--- src/rtl/du_program_loader_if.sv ---
// du_program_loader_if: UART byte input, start pulse, instruction-memory write port and status of the program loader
interface du_program_loader_if #(
  parameter int NB_DATA  = 32,
  parameter int NB_BYTE  = 8,
  parameter int NB_ADDR  = 8,
  parameter int NB_STATE = 3
);
  logic [NB_BYTE-1:0]  i_rx_data;
  logic                i_rx_done;
  logic                i_start;
  logic                o_imem_write;
  logic [NB_ADDR-1:0]  o_imem_addr;
  logic [NB_DATA-1:0]  o_imem_data;
  logic                o_busy;
  logic                o_load_done;
  logic                o_load_error;
  logic [NB_ADDR:0]    o_word_count;
  logic [NB_STATE-1:0] o_state;
  modport master (
    output i_rx_data, i_rx_done, i_start,
    input  o_imem_write, o_imem_addr, o_imem_data, o_busy, o_load_done, o_load_error, o_word_count, o_state
  );
  modport slave (
    input  i_rx_data, i_rx_done, i_start,
    output o_imem_write, o_imem_addr, o_imem_data, o_busy, o_load_done, o_load_error, o_word_count, o_state
  );
endinterface

--- src/rtl/du_program_loader.sv ---
// du_program_loader: assembles UART bytes into instruction words and writes them to instruction memory from address 0
module du_program_loader #(
  parameter int                    NB_DATA        = 32,
  parameter int                    NB_BYTE        = 8,
  parameter int                    NB_ADDR        = 8,
  parameter logic [NB_DATA-1:0]    HALT_WORD      = 32'hFFFFFFFF,
  parameter int                    NB_TIMEOUT     = 24,
  parameter logic [NB_TIMEOUT-1:0] TIMEOUT_CYCLES = 24'd5000000,
  parameter int                    NB_STATE       = 3
) (
  input logic               i_clock,
  input logic               i_reset,
  du_program_loader_if.slave bus
);
  localparam int NB_CNT = NB_ADDR + 1;
  localparam int NB_SHIFT = NB_DATA - NB_BYTE;
  localparam logic [NB_STATE-1:0] S_IDLE    = NB_STATE'(0);
  localparam logic [NB_STATE-1:0] S_RECEIVE = NB_STATE'(1);
  localparam logic [NB_STATE-1:0] S_WRITE   = NB_STATE'(2);
  localparam logic [NB_STATE-1:0] S_DONE    = NB_STATE'(3);
  localparam logic [NB_STATE-1:0] S_ERROR   = NB_STATE'(4);

  logic [NB_STATE-1:0]   r_state;
  logic [NB_ADDR-1:0]    r_addr;
  logic [1:0]            r_byte_cnt;
  logic [NB_SHIFT-1:0]   r_shift;
  logic [NB_TIMEOUT-1:0] r_timeout;
  logic [NB_CNT-1:0]     r_word_count;
  logic [NB_ADDR-1:0]    r_imem_addr;
  logic [NB_DATA-1:0]    r_imem_data;
  logic [NB_TIMEOUT-1:0] w_timeout_next;
  logic [NB_DATA-1:0]    w_word;

  assign w_timeout_next = r_timeout + NB_TIMEOUT'(1);
  assign w_word         = {r_shift, bus.i_rx_data};

  // Load sequencer: byte assembly, inter-byte timeout, one-cycle word write and termination
  always_ff @(posedge i_clock or posedge i_reset)
    if (i_reset) begin
      r_state      <= S_IDLE;
      r_addr       <= '0;
      r_byte_cnt   <= '0;
      r_shift      <= '0;
      r_timeout    <= '0;
      r_word_count <= '0;
      r_imem_addr  <= '0;
      r_imem_data  <= '0;
    end else begin
      case (r_state)
        S_RECEIVE:
          if (bus.i_rx_done) begin
            r_shift    <= w_word[NB_SHIFT-1:0];
            r_byte_cnt <= r_byte_cnt + 2'd1;
            r_timeout  <= '0;
            if (r_byte_cnt == 2'd3) begin
              r_state      <= S_WRITE;
              r_imem_addr  <= r_addr;
              r_imem_data  <= w_word;
              r_word_count <= r_word_count + NB_CNT'(1);
            end
          end else if (r_byte_cnt != 2'd0) begin
            r_timeout <= w_timeout_next;
            if (w_timeout_next == TIMEOUT_CYCLES) r_state <= S_ERROR;
          end
        S_WRITE:
          if (r_imem_data == HALT_WORD) r_state <= S_DONE;
          else if (r_addr == {NB_ADDR{1'b1}}) r_state <= S_ERROR;
          else begin
            r_state <= S_RECEIVE;
            r_addr  <= r_addr + NB_ADDR'(1);
            if (bus.i_rx_done) begin
              r_shift    <= w_word[NB_SHIFT-1:0];
              r_byte_cnt <= 2'd1;
              r_timeout  <= '0;
            end
          end
        S_IDLE, S_DONE, S_ERROR:
          if (bus.i_start) begin
            r_state      <= S_RECEIVE;
            r_addr       <= '0;
            r_byte_cnt   <= '0;
            r_timeout    <= '0;
            r_word_count <= '0;
          end
        default: r_state <= S_IDLE;
      endcase
    end

  assign bus.o_imem_write = r_state == S_WRITE;
  assign bus.o_imem_addr  = r_imem_addr;
  assign bus.o_imem_data  = r_imem_data;
  assign bus.o_busy       = (r_state == S_RECEIVE) || (r_state == S_WRITE);
  assign bus.o_load_done  = r_state == S_DONE;
  assign bus.o_load_error = r_state == S_ERROR;
  assign bus.o_word_count = r_word_count;
  assign bus.o_state      = r_state;
endmodule

--- src/flat_wrapper.sv ---
// flat-port wrapper written by rule: the top's interface ports become plain ports
module du_program_loader_flat 
#(
  parameter int                    NB_DATA        = 32,
  parameter int                    NB_BYTE        = 8,
  parameter int                    NB_ADDR        = 8,
  parameter logic [NB_DATA-1:0]    HALT_WORD      = 32'hFFFFFFFF,
  parameter int                    NB_TIMEOUT     = 24,
  parameter logic [NB_TIMEOUT-1:0] TIMEOUT_CYCLES = 24'd5000000,
  parameter int                    NB_STATE       = 3
)
  (i_clock, i_reset, bus_i_rx_data, bus_i_rx_done, bus_i_start, bus_o_imem_write, bus_o_imem_addr, bus_o_imem_data, bus_o_busy, bus_o_load_done, bus_o_load_error, bus_o_word_count, bus_o_state);
  du_program_loader_if #(.NB_DATA(NB_DATA), .NB_BYTE(NB_BYTE), .NB_ADDR(NB_ADDR), .NB_STATE(NB_STATE)) bus_i ();
  input logic i_clock;
  input logic i_reset;
  input wire logic [$bits(bus_i.i_rx_data)-1:0] bus_i_rx_data;
  input wire logic [$bits(bus_i.i_rx_done)-1:0] bus_i_rx_done;
  input wire logic [$bits(bus_i.i_start)-1:0] bus_i_start;
  output wire logic [$bits(bus_i.o_imem_write)-1:0] bus_o_imem_write;
  output wire logic [$bits(bus_i.o_imem_addr)-1:0] bus_o_imem_addr;
  output wire logic [$bits(bus_i.o_imem_data)-1:0] bus_o_imem_data;
  output wire logic [$bits(bus_i.o_busy)-1:0] bus_o_busy;
  output wire logic [$bits(bus_i.o_load_done)-1:0] bus_o_load_done;
  output wire logic [$bits(bus_i.o_load_error)-1:0] bus_o_load_error;
  output wire logic [$bits(bus_i.o_word_count)-1:0] bus_o_word_count;
  output wire logic [$bits(bus_i.o_state)-1:0] bus_o_state;
  assign bus_i.i_rx_data = bus_i_rx_data;
  assign bus_i.i_rx_done = bus_i_rx_done;
  assign bus_i.i_start = bus_i_start;
  assign bus_o_imem_write = bus_i.o_imem_write;
  assign bus_o_imem_addr = bus_i.o_imem_addr;
  assign bus_o_imem_data = bus_i.o_imem_data;
  assign bus_o_busy = bus_i.o_busy;
  assign bus_o_load_done = bus_i.o_load_done;
  assign bus_o_load_error = bus_i.o_load_error;
  assign bus_o_word_count = bus_i.o_word_count;
  assign bus_o_state = bus_i.o_state;
  du_program_loader #(.NB_DATA(NB_DATA), .NB_BYTE(NB_BYTE), .NB_ADDR(NB_ADDR), .HALT_WORD(HALT_WORD), .NB_TIMEOUT(NB_TIMEOUT), .TIMEOUT_CYCLES(TIMEOUT_CYCLES), .NB_STATE(NB_STATE)) u_core (.i_clock(i_clock), .i_reset(i_reset), .bus(bus_i));
endmodule
--- config.mk ---
export PLATFORM = sky130hd
export DESIGN_NAME = du_program_loader_flat
export DESIGN_NICKNAME = d
export VERILOG_FILES = /design/src/rtl/du_program_loader_if.sv /design/src/rtl/du_program_loader.sv /design/src/flat_wrapper.sv
export SDC_FILE = /design/constraint.sdc
export NUM_CORES = 1
export LEC_CHECK = 0
export ABC_AREA = 1
export BUFFER_PORTS_ARGS = -buffer_cell sky130_fd_sc_hd__buf_2
export CAP_MARGIN = 20
export CELL_PAD_IN_SITES_DETAIL_PLACEMENT = 1
export CELL_PAD_IN_SITES_GLOBAL_PLACEMENT = 1
export CORE_MARGIN = 4
export CORE_UTILIZATION = 39
export CTS_CLUSTER_DIAMETER = 30
export DETAILED_ROUTE_END_ITERATION = 7
export GPL_TIMING_DRIVEN = 0
export PLACE_DENSITY = 0.79
export RECOVER_POWER = 25
export SYNTH_ARGS = -nofsm -noshare
export SYNTH_HDL_FRONTEND = slang
export SYNTH_SLANG_ARGS = --single-unit
--- constraint.sdc ---
create_clock -name i_clock -period 3.2 [get_ports i_clock]
set_input_delay 0.16 -clock i_clock [delete_from_list [all_inputs] [get_ports i_clock]]
set_output_delay 0.16 -clock i_clock [all_outputs]
set_load 0.005 [all_outputs]
Yosys cells after proc, flatten, opt, wreduce, memory -nomap -nowiden --
Index checks and enable logic that the tools add are counted.
Word-level totals: register bits 110, input bits 12, output and inout bits 56, logic and storage cells 77
Cells by class: add/sub/neg operators 4, eq/ne operators 17, muxes and demuxes 33, reduce and logical (&&, ||, !) cells 15
Operators with widths (number):
- two-way mux 24 bit | 9
- one-hot mux 24 bit (3 select lines) | 1
- one-hot mux 24 bit (2 select lines) | 1
- == test 32 bit (second input constant) | 1
- two-way mux 9 bit | 3
- adder 24 x 1 -> 24 bit (second input constant) | 1
- == test 24 x 23 -> 1 bit (second input constant) | 1
- two-way mux 8 bit | 3
- two-way mux 3 bit | 7
- one-hot mux 9 bit (2 select lines) | 1
- one-hot mux 8 bit (2 select lines) | 1
- AND reduction 4 bit | 3
- AND reduction 6 bit | 2
- two-way mux 2 bit | 5
- != test 2 bit (second input constant) | 5
- adder 9 x 1 -> 9 bit (second input constant) | 1
- != test 3 x 2 -> 1 bit (second input constant) | 3
- one-hot mux 3 bit (3 select lines) | 1
- adder 8 x 1 -> 8 bit (second input constant) | 1
- == test 8 bit (second input constant) | 1
- nonzero test 2 bit | 4
- == test 3 x 2 -> 1 bit (second input constant) | 2
- one-hot mux 2 bit (3 select lines) | 1
- AND reduction 3 bit | 2
- other kinds (9) | 9

Longest topological paths before layout --
Gate-level depths: netlist (run 1).
depth after elaboration 6, depth in mapped cells 16, gate-level depth less buffers 16

Worst setup path before layout (run 1) --
No wires, ideal clock.
path kind reg-to-reg, from register u_core.r_timeout[0], to register u_core.r_state[1] (netlist: u_core.bus.o_state[1]), arrival time 1636 ps, required time 3083 ps, slack 1447 ps, cell stages (with the launch flop) 17, buffers on the path 0, period minus slack after synthesis 1753 ps, cell sequence dfrtp_1 > ha_1 > inv_1 > nor2_2 > nand2_4 > nor2_4 > nand2_1 > nand2_1 > nand2_1 > nor2_1 > nand2_1 > nor2_1 > nand2_1 > nand2_2 > nand2_2 > nand2_1 > nand2_1
Between the ends: word-level cells in the longest chain between the ends 4
Ends and longest elaborated chain:
- start, declared | line du_program_loader.sv:27 | logic [NB_TIMEOUT-1:0] r_timeout;
- start signal, assigned | line du_program_loader.sv:62 | r_timeout <= w_timeout_next;
- adder 24 x 1 -> 24 bit | line du_program_loader.sv:34 | assign w_timeout_next = r_timeout + NB_TIMEOUT'(1);
- == test 24 x 23 -> 1 bit | line du_program_loader.sv:63 | if (w_timeout_next == TIMEOUT_CYCLES) r_state <= S_ERROR;
- != test 3 x 2 -> 1 bit (no source line)
- AND reduction 4 bit (no source line)
- end signal, assigned | line du_program_loader.sv:63
- end signal, assigned | line du_program_loader.sv:66 | if (r_imem_data == HALT_WORD) r_state <= S_DONE;
- end signal, assigned | line du_program_loader.sv:67 | else if (r_addr == {NB_ADDR{1'b1}}) r_state <= S_ERROR;
- end, declared | line du_program_loader.sv:23 | logic [NB_STATE-1:0] r_state;
No other way between the ends. A chain may end at the register's enable or synchronous reset.

Worst setup path in the final report (run 1) --
from register u_core.r_addr[0], to register u_core.r_timeout[13]
Between the ends: word-level cells in the longest chain between the ends 3
Ends and longest elaborated chain:
- start, declared | line du_program_loader.sv:24 | logic [NB_ADDR-1:0] r_addr;
- start signal, assigned | line du_program_loader.sv:70 | r_addr <= r_addr + NB_ADDR'(1);
- == test 8 bit | line du_program_loader.sv:67
- != test 2 bit (no source line)
- AND reduction 6 bit (no source line)
No other way between the ends.

==> results of run 1 <==
[layer usage]
metal	vias to the layer above	routed length, microns
li1	2435	-
met1	2507	7250
met2	56	8300
met3	14	433
met4	0	209
met5	-	0
[per-stage QoR]
stage,hold WS (ns),setup slack [ns]
after detailed placement,0.261,0.874
after global routing,0.0891,0.733
after floorplan,0.308,0.138
after CTS,0.0684,0.890
final,0.0768,0.919
after global placement,0.436,-1.24
[worst max-delay path: stages, from the launching register on]
cell	delay [ns]
dfrtp_1	0.41
ha_1	0.25
nand2_1	0.13
nor3_2	0.06
nand3_1	0.13
nor2_2	0.06
inv_2	0.09
nand3_1	0.10
nor2_2	0.28
clkbuf_1	0.47
o21ai_0	0.16
[flip-flops by register name, indices dropped and copies added, names as in the netlist]
register                 cells
u_core.r_addr                8
u_core.bus.o_imem_addr       8
u_core.r_timeout            24
u_core.r_byte_cnt            2
u_core.bus.o_word_count      9
u_core.r_shift              24
u_core.bus.o_state           3
u_core.bus.o_imem_data      32
[worst max-delay path by stage]
| stage | from | end | slack [ns] |
|---|---|---|---|
| 2_1_floorplan | i_reset | u_core.bus.o_imem_addr[0] | 0.14 |
| 3_3_place_gp | i_reset | u_core.bus.o_word_count[5] | -1.24 |
| 3_5_place_dp | u_core.bus.o_imem_data[24] | u_core.r_timeout[23] | 0.87 |
| 4_1_cts | u_core.r_addr[0] | u_core.r_timeout[13] | 0.89 |
| 5_1_grt | u_core.r_timeout[0] | u_core.bus.o_state[2] | 0.73 |
| 6_report | u_core.r_addr[0] | u_core.r_timeout[13] | 0.92 |
[logic make-up after synthesis]
group	Yosys count	share of synthesized area [%]
and+or+nand+nor	361	28.6
DFF	110	48.9
buffers and inverters	109	7.85
AOI/OAI and AO/OA	107	10.0
muxes	11	2.20
xor gates and xnor gates	7	1.09
adders and majority gates	6	1.33
[report_power, final]
part	internal [mW]	leakage [nW]	total, mW	switching (mW)
logic	0.580	1.44	1.80	1.22
clock network	0.621	0.151	1.18	0.561
registers	1.76	1.49	2.05	0.293
total	2.96	3.08	5.03	2.07
[timing repair]
action / 4_1_cts / 5_1_grt
endpoints found under the hold margin: 36 / 0
gates resized for setup: 0 / 0
hold buffers: 1 / 0
[layout make-up]
type                    instances  area (sq um)
fillers                      1787          7480
flip-flops and latches        110          2750
multi-input cells             492          2430
repair buffers                 69           352
inverters                      87           328
clock buffers                   9           225
well taps                     180           225
plain buffers                  22           115
clock inverters                 6          80.1
[placed cells by master (no fill, tap or decap), types with 10 or more instances in the layout]
cell type / Yosys / final
nand2_1: 208 / 208
dfrtp_1: 110 / 110
inv_1: 80 / 79
o21ai_0: 65 / 65
buf_2: 5 / 55
nor2_1: 50 / 50
nand3_1: 46 / 46
clkbuf_1: 12 / 29
o21ai_1: 27 / 27
nand4_1: 13 / 13
mux2_2: 11 / 11
nor2_2: 10 / 10
==> flow_metrics.tcl, run 1 <==
set metrics [dict create \
    status "complete, but fails checks" \
    violations "capacitance limit, slew limit" \
    r2r_slack_ns 0.92 \
    synth_seq_cells 110 \
    initial_core_util_pct 40.2 \
    path_max_fanout 10 \
    drtIter0Drc 192 \
    cts_tree "built" \
    grt_max_degree 75 \
    grtUsageMet2_pct 37.5 \
    holdPathEnd "u_core.r_shift[4]" \
    rows 43 \
    gr-total-overflow 0 \
    leakagePower_nw 3.08 \
    hold_viol_final 0 \
    clk_path_buf_depth 2 \
    drv_slew 37 \
    grt_setup_unrepaired "no" \
    synth_nets 729 \
    pin_count 68 \
    required_ns 3.42 \
    use_met3_pct 4.29 \
    synth_edf_count 0 \
    first_global_vias 5596 \
    die_w_microns 128 \
    arrival_ns 2.50 \
    insertion_delay_ns 0.36 \
    cts_root_buf "clkbuf_16" \
    final_cells 975 \
    antenna_left 0 \
    yosys_warnings 0 \
    gp_congestion 0.841 \
    antenna_found_initial 0 \
    synth.most_common_cell "nand2_1" \
    power.density_nw_per_um2 772 \
    postCtsSetupRepairBufs 0 \
    clock_skew_ns 0.0131 \
    drt_wl_total_microns 16200 \
    vias_per_cell 5.14 \
    start_kind "flop" \
    ys.flop_type "dfrtp_1" \
    track_usage_pct 20.9 \
    worst_pin_slew_ns 1.91 \
    yosysTopAreaCell "dfrtp_1" \
    holdPathStages 3 \
    relSlewSlack_pct -28.2 \
    fin_util_pct 46.5 \
    hpwl_microns 12400 \
    setup_tns_ns 0 \
    drive_gt1_share_pct 16.5 \
    layout-area-overhead-vs-synth_pct 15.7 \
    hp-start "bus_i_rx_data[4]" \
    max_freq_mhz 438 \
    async_flop_share_pct 100 \
    synthTopCellsByCount "208 x nand2_1, 110 x dfrtp_1, 80 x inv_1" \
    drc 0 \
    dr.pass1.iters 4 \
    cap_violations 1 \
    critPathKind "reg -> reg" \
    ir_drop_mv 0.364 \
    dieArea_sq_um 16400 \
    io_buffers 67 \
    worstReg2RegEnd "u_core.r_timeout[13]" \
    synthTopCellsByArea "dfrtp_1 49%, nand2_1 14%, o21ai_0 5.8%" \
    avgSynthCellArea_sq_um 7.92 \
    reg2reg_from "u_core.r_addr[0]" \
    chipHeight_microns 128 \
    cts_buffers 9 \
    nets 809 \
    finalCritPeriodShare_pct 71.3 \
    design_area_sq_um 6510 \
    power_mw 5.03 \
    yosysTopAreaCellShare_pct 48.9 \
    period_minus_slack_ns 2.28 \
    num_vias 5012 \
    grt-busiest-layer "met2" \
    dp_cells 959 \
    endpoint_kind "flop" \
    syn_inst 711 \
    insertedDiodeCount 0 \
    coreArea_sq_um 14000 \
    wl_per_cell_microns 16.6 \
    grt_pass1_wl_microns 27600 \
    clock-sinks 110 \
    clk_pin_slew_ns 0.08 \
    cts_max_level 3 \
    placed_area_sq_um 6220 \
    hp-class "in -> reg" \
    reg2reg_depth 10 \
    grt_use_met1_pct 25.9 \
    setup_viol 0 \
    syn_area_sq_um 5630 \
    yosysUniqueCellTypes 34 \
    synth-seq-area-share_pct 48.9 \
]
Power figures use the tool's default switching activity.
==> run 2, diff against run 1 <==
==> constraint.sdc (replaced) <==
create_clock -name i_clock -period 1.85 [get_ports i_clock]
set_input_delay 0.0925 -clock i_clock [delete_from_list [all_inputs] [get_ports i_clock]]
set_output_delay 0.0925 -clock i_clock [all_outputs]
set_load 0.005 [all_outputs]
==> run 2 against run 1 <==
Effect of this change: the run ends with setup timing left; largest power group is now combinational logic; clock skew decreased by 0.00050 ns; final area increased by 13%; wire length increased by 15%; non-clock buffer count increased by 52; sequential share of layout area decreased by 4.6 points; combinational power increased to 2.5 times the previous value; sequential power increased by 73%; power increased by 100%; first-iteration DRC count increased by 57%; register-to-register slack got worse by 1.3 ns; fmax increased by 2.9%.
==> flow_metrics.tcl, run 2 (synthesis gave the netlist of run 1 again) <==
set metrics [dict create \
    status "complete, but fails checks" \
    violations "setup timing" \
    grt_max_degree 40 \
    hp-start "bus_i_rx_data[5]" \
    grtUsageMet2_pct 39.6 \
    gr-total-overflow 0 \
    holdPathEnd "u_core.r_shift[5]" \
    power.density_nw_per_um2 1370 \
    final_common_cell "nand2_1" \
    cap_violations 0 \
    grt-busiest-layer "met2" \
    hold_viol_final 0 \
    chipHeight_microns 128 \
    rows 43 \
    drt_wl_total_microns 18600 \
    use_met3_pct 4.63 \
    track_usage_pct 22.2 \
    required_ns 2.10 \
    cts_tree "built" \
    critPathKind "reg -> reg" \
    grt_setup_unrepaired "yes" \
    drive_gt1_share_pct 28.7 \
    setup_tns_ns -4.31 \
    gp_congestion 0.854 \
    hp-class "in -> reg" \
    clk_pin_slew_ns 0.08 \
    nets 861 \
    pin_count 68 \
    arrival_ns 2.46 \
    first_global_vias 5670 \
    finalCritPeriodShare_pct 120 \
    layout-area-overhead-vs-synth_pct 30.5 \
    relSlewSlack_pct 40.8 \
    worst_pin_slew_ns 0.886 \
    layout_setup_ws_ns -0.366 \
    dr.pass1.iters 4 \
    power_mw 10.1 \
    io_buffers 67 \
    start_kind "flop" \
    reg2reg_from "u_core.r_timeout[14]" \
    holdPathStages 3 \
    dieArea_sq_um 16400 \
    cts_root_buf "clkbuf_16" \
    setup_viol 53 \
    insertedDiodeCount 0 \
    largest_reg_flops 32 \
    r2r_slack_ns -0.37 \
    clk_path_buf_depth 2 \
    antenna_found_initial 0 \
    coreArea_sq_um 14000 \
    leakagePower_nw 3.49 \
    endpoint_kind "flop" \
    vias_per_cell 5.22 \
    reg2reg_depth 15 \
    drv_slew 0 \
    pre_cts_ws_ns -0.507 \
    max_freq_mhz 451 \
    worstReg2RegEnd "u_core.bus.o_state[2]" \
    wl_per_cell_microns 18.1 \
    drtIter0Drc 301 \
    path_max_fanout 5 \
    hpwl_microns 12600 \
    antenna_left 0 \
    ir_drop_mv 0.746 \
    cts_buffers 9 \
    period_minus_slack_ns 2.22 \
    cts_max_level 3 \
    initial_core_util_pct 40.2 \
    final_cell_mix "185 x nand2_1, 102 x dfrtp_1, 78 x inv_1" \
    clock_skew_ns 0.0126 \
    insertion_delay_ns 0.36 \
    fin_util_pct 52.5 \
    num_vias 5366 \
    clock-sinks 110 \
    holdWs_ns 0.00759 \
    drc 0 \
    grt_use_met1_pct 27.2 \
    grt_pass1_wl_microns 29100 \
    die_w_microns 128 \
]
[run 2: how the worst max path moves through the flow]
stage / from / endpoint / cells after the start
2_1_floorplan: u_core.r_timeout[0] / u_core.bus.o_state[1] / 16
3_3_place_gp: i_reset / u_core.bus.o_word_count[4] / 2
3_5_place_dp: u_core.bus.o_imem_data[17] / u_core.r_timeout[13] / 9
4_1_cts: u_core.r_timeout[5] / u_core.bus.o_state[0] / 15
5_1_grt: u_core.r_timeout[2] / u_core.bus.o_state[2] / 16
6_report: u_core.r_timeout[14] / u_core.bus.o_state[2] / 15
[run 2: power by group]
group          total, mW  internal, mW  switching [mW]
Clock               1.93         0.973           0.960
Sequential          3.55          3.04           0.514
Combinational       4.58          1.93            2.65
Total               10.1          5.94            4.12
[run 2: final cells by class]
type                            instances  area [sq um]
Clock buffer                           11           243
Sequential cell                       110          2760
Tap cell                              180           225
Multi-Input combinational cell        492          2720
Clock inverter                          5          41.3
Buffer                                 22           204
Fill cell                            1720          6650
Inverter                               87           335
Timing Repair Buffer                  121           813
[run 2: stage by stage]
step	cells	area (sq um)
after floorplan	711	5630
after global placement	958	6190
after detailed placement	960	6230
after CTS	1005	6950
after global routing	1028	7340
final	1028	7340
[run 2: routing by layer]
layer | up-vias | share of wire [%]
li1 | 2542 | -
met2 | 100 | 52
met4 | 0 | 2.7
met1 | 2687 | 42
met5 | - | 0
met3 | 37 | 3.9
[run 2: critical path, stage by stage (launching register included)]
cell and delay (ns):
dfrtp_2 0.45, nand2_1 0.11, nor2_1 0.20, nand2_1 0.08, nor2_1 0.13, nand2_1 0.09, nand2_1 0.13, nand2_2 0.09
nor2_2 0.12, nand2_1 0.05, nor2_1 0.11, nand2_1 0.12, nand2_2 0.14, nand2_2 0.09, nand2_1 0.11, nand2_1 0.06
[run 2: what timing repair did]
item                       4_1_cts  5_1_grt
hold endpoints to repair        38        0
hold buffers                     4        0
gates cloned                     0        4
gates resized for setup         73       79
setup buffers                   25       19
setup endpoints to repair       87      103
pin swaps                       18       18
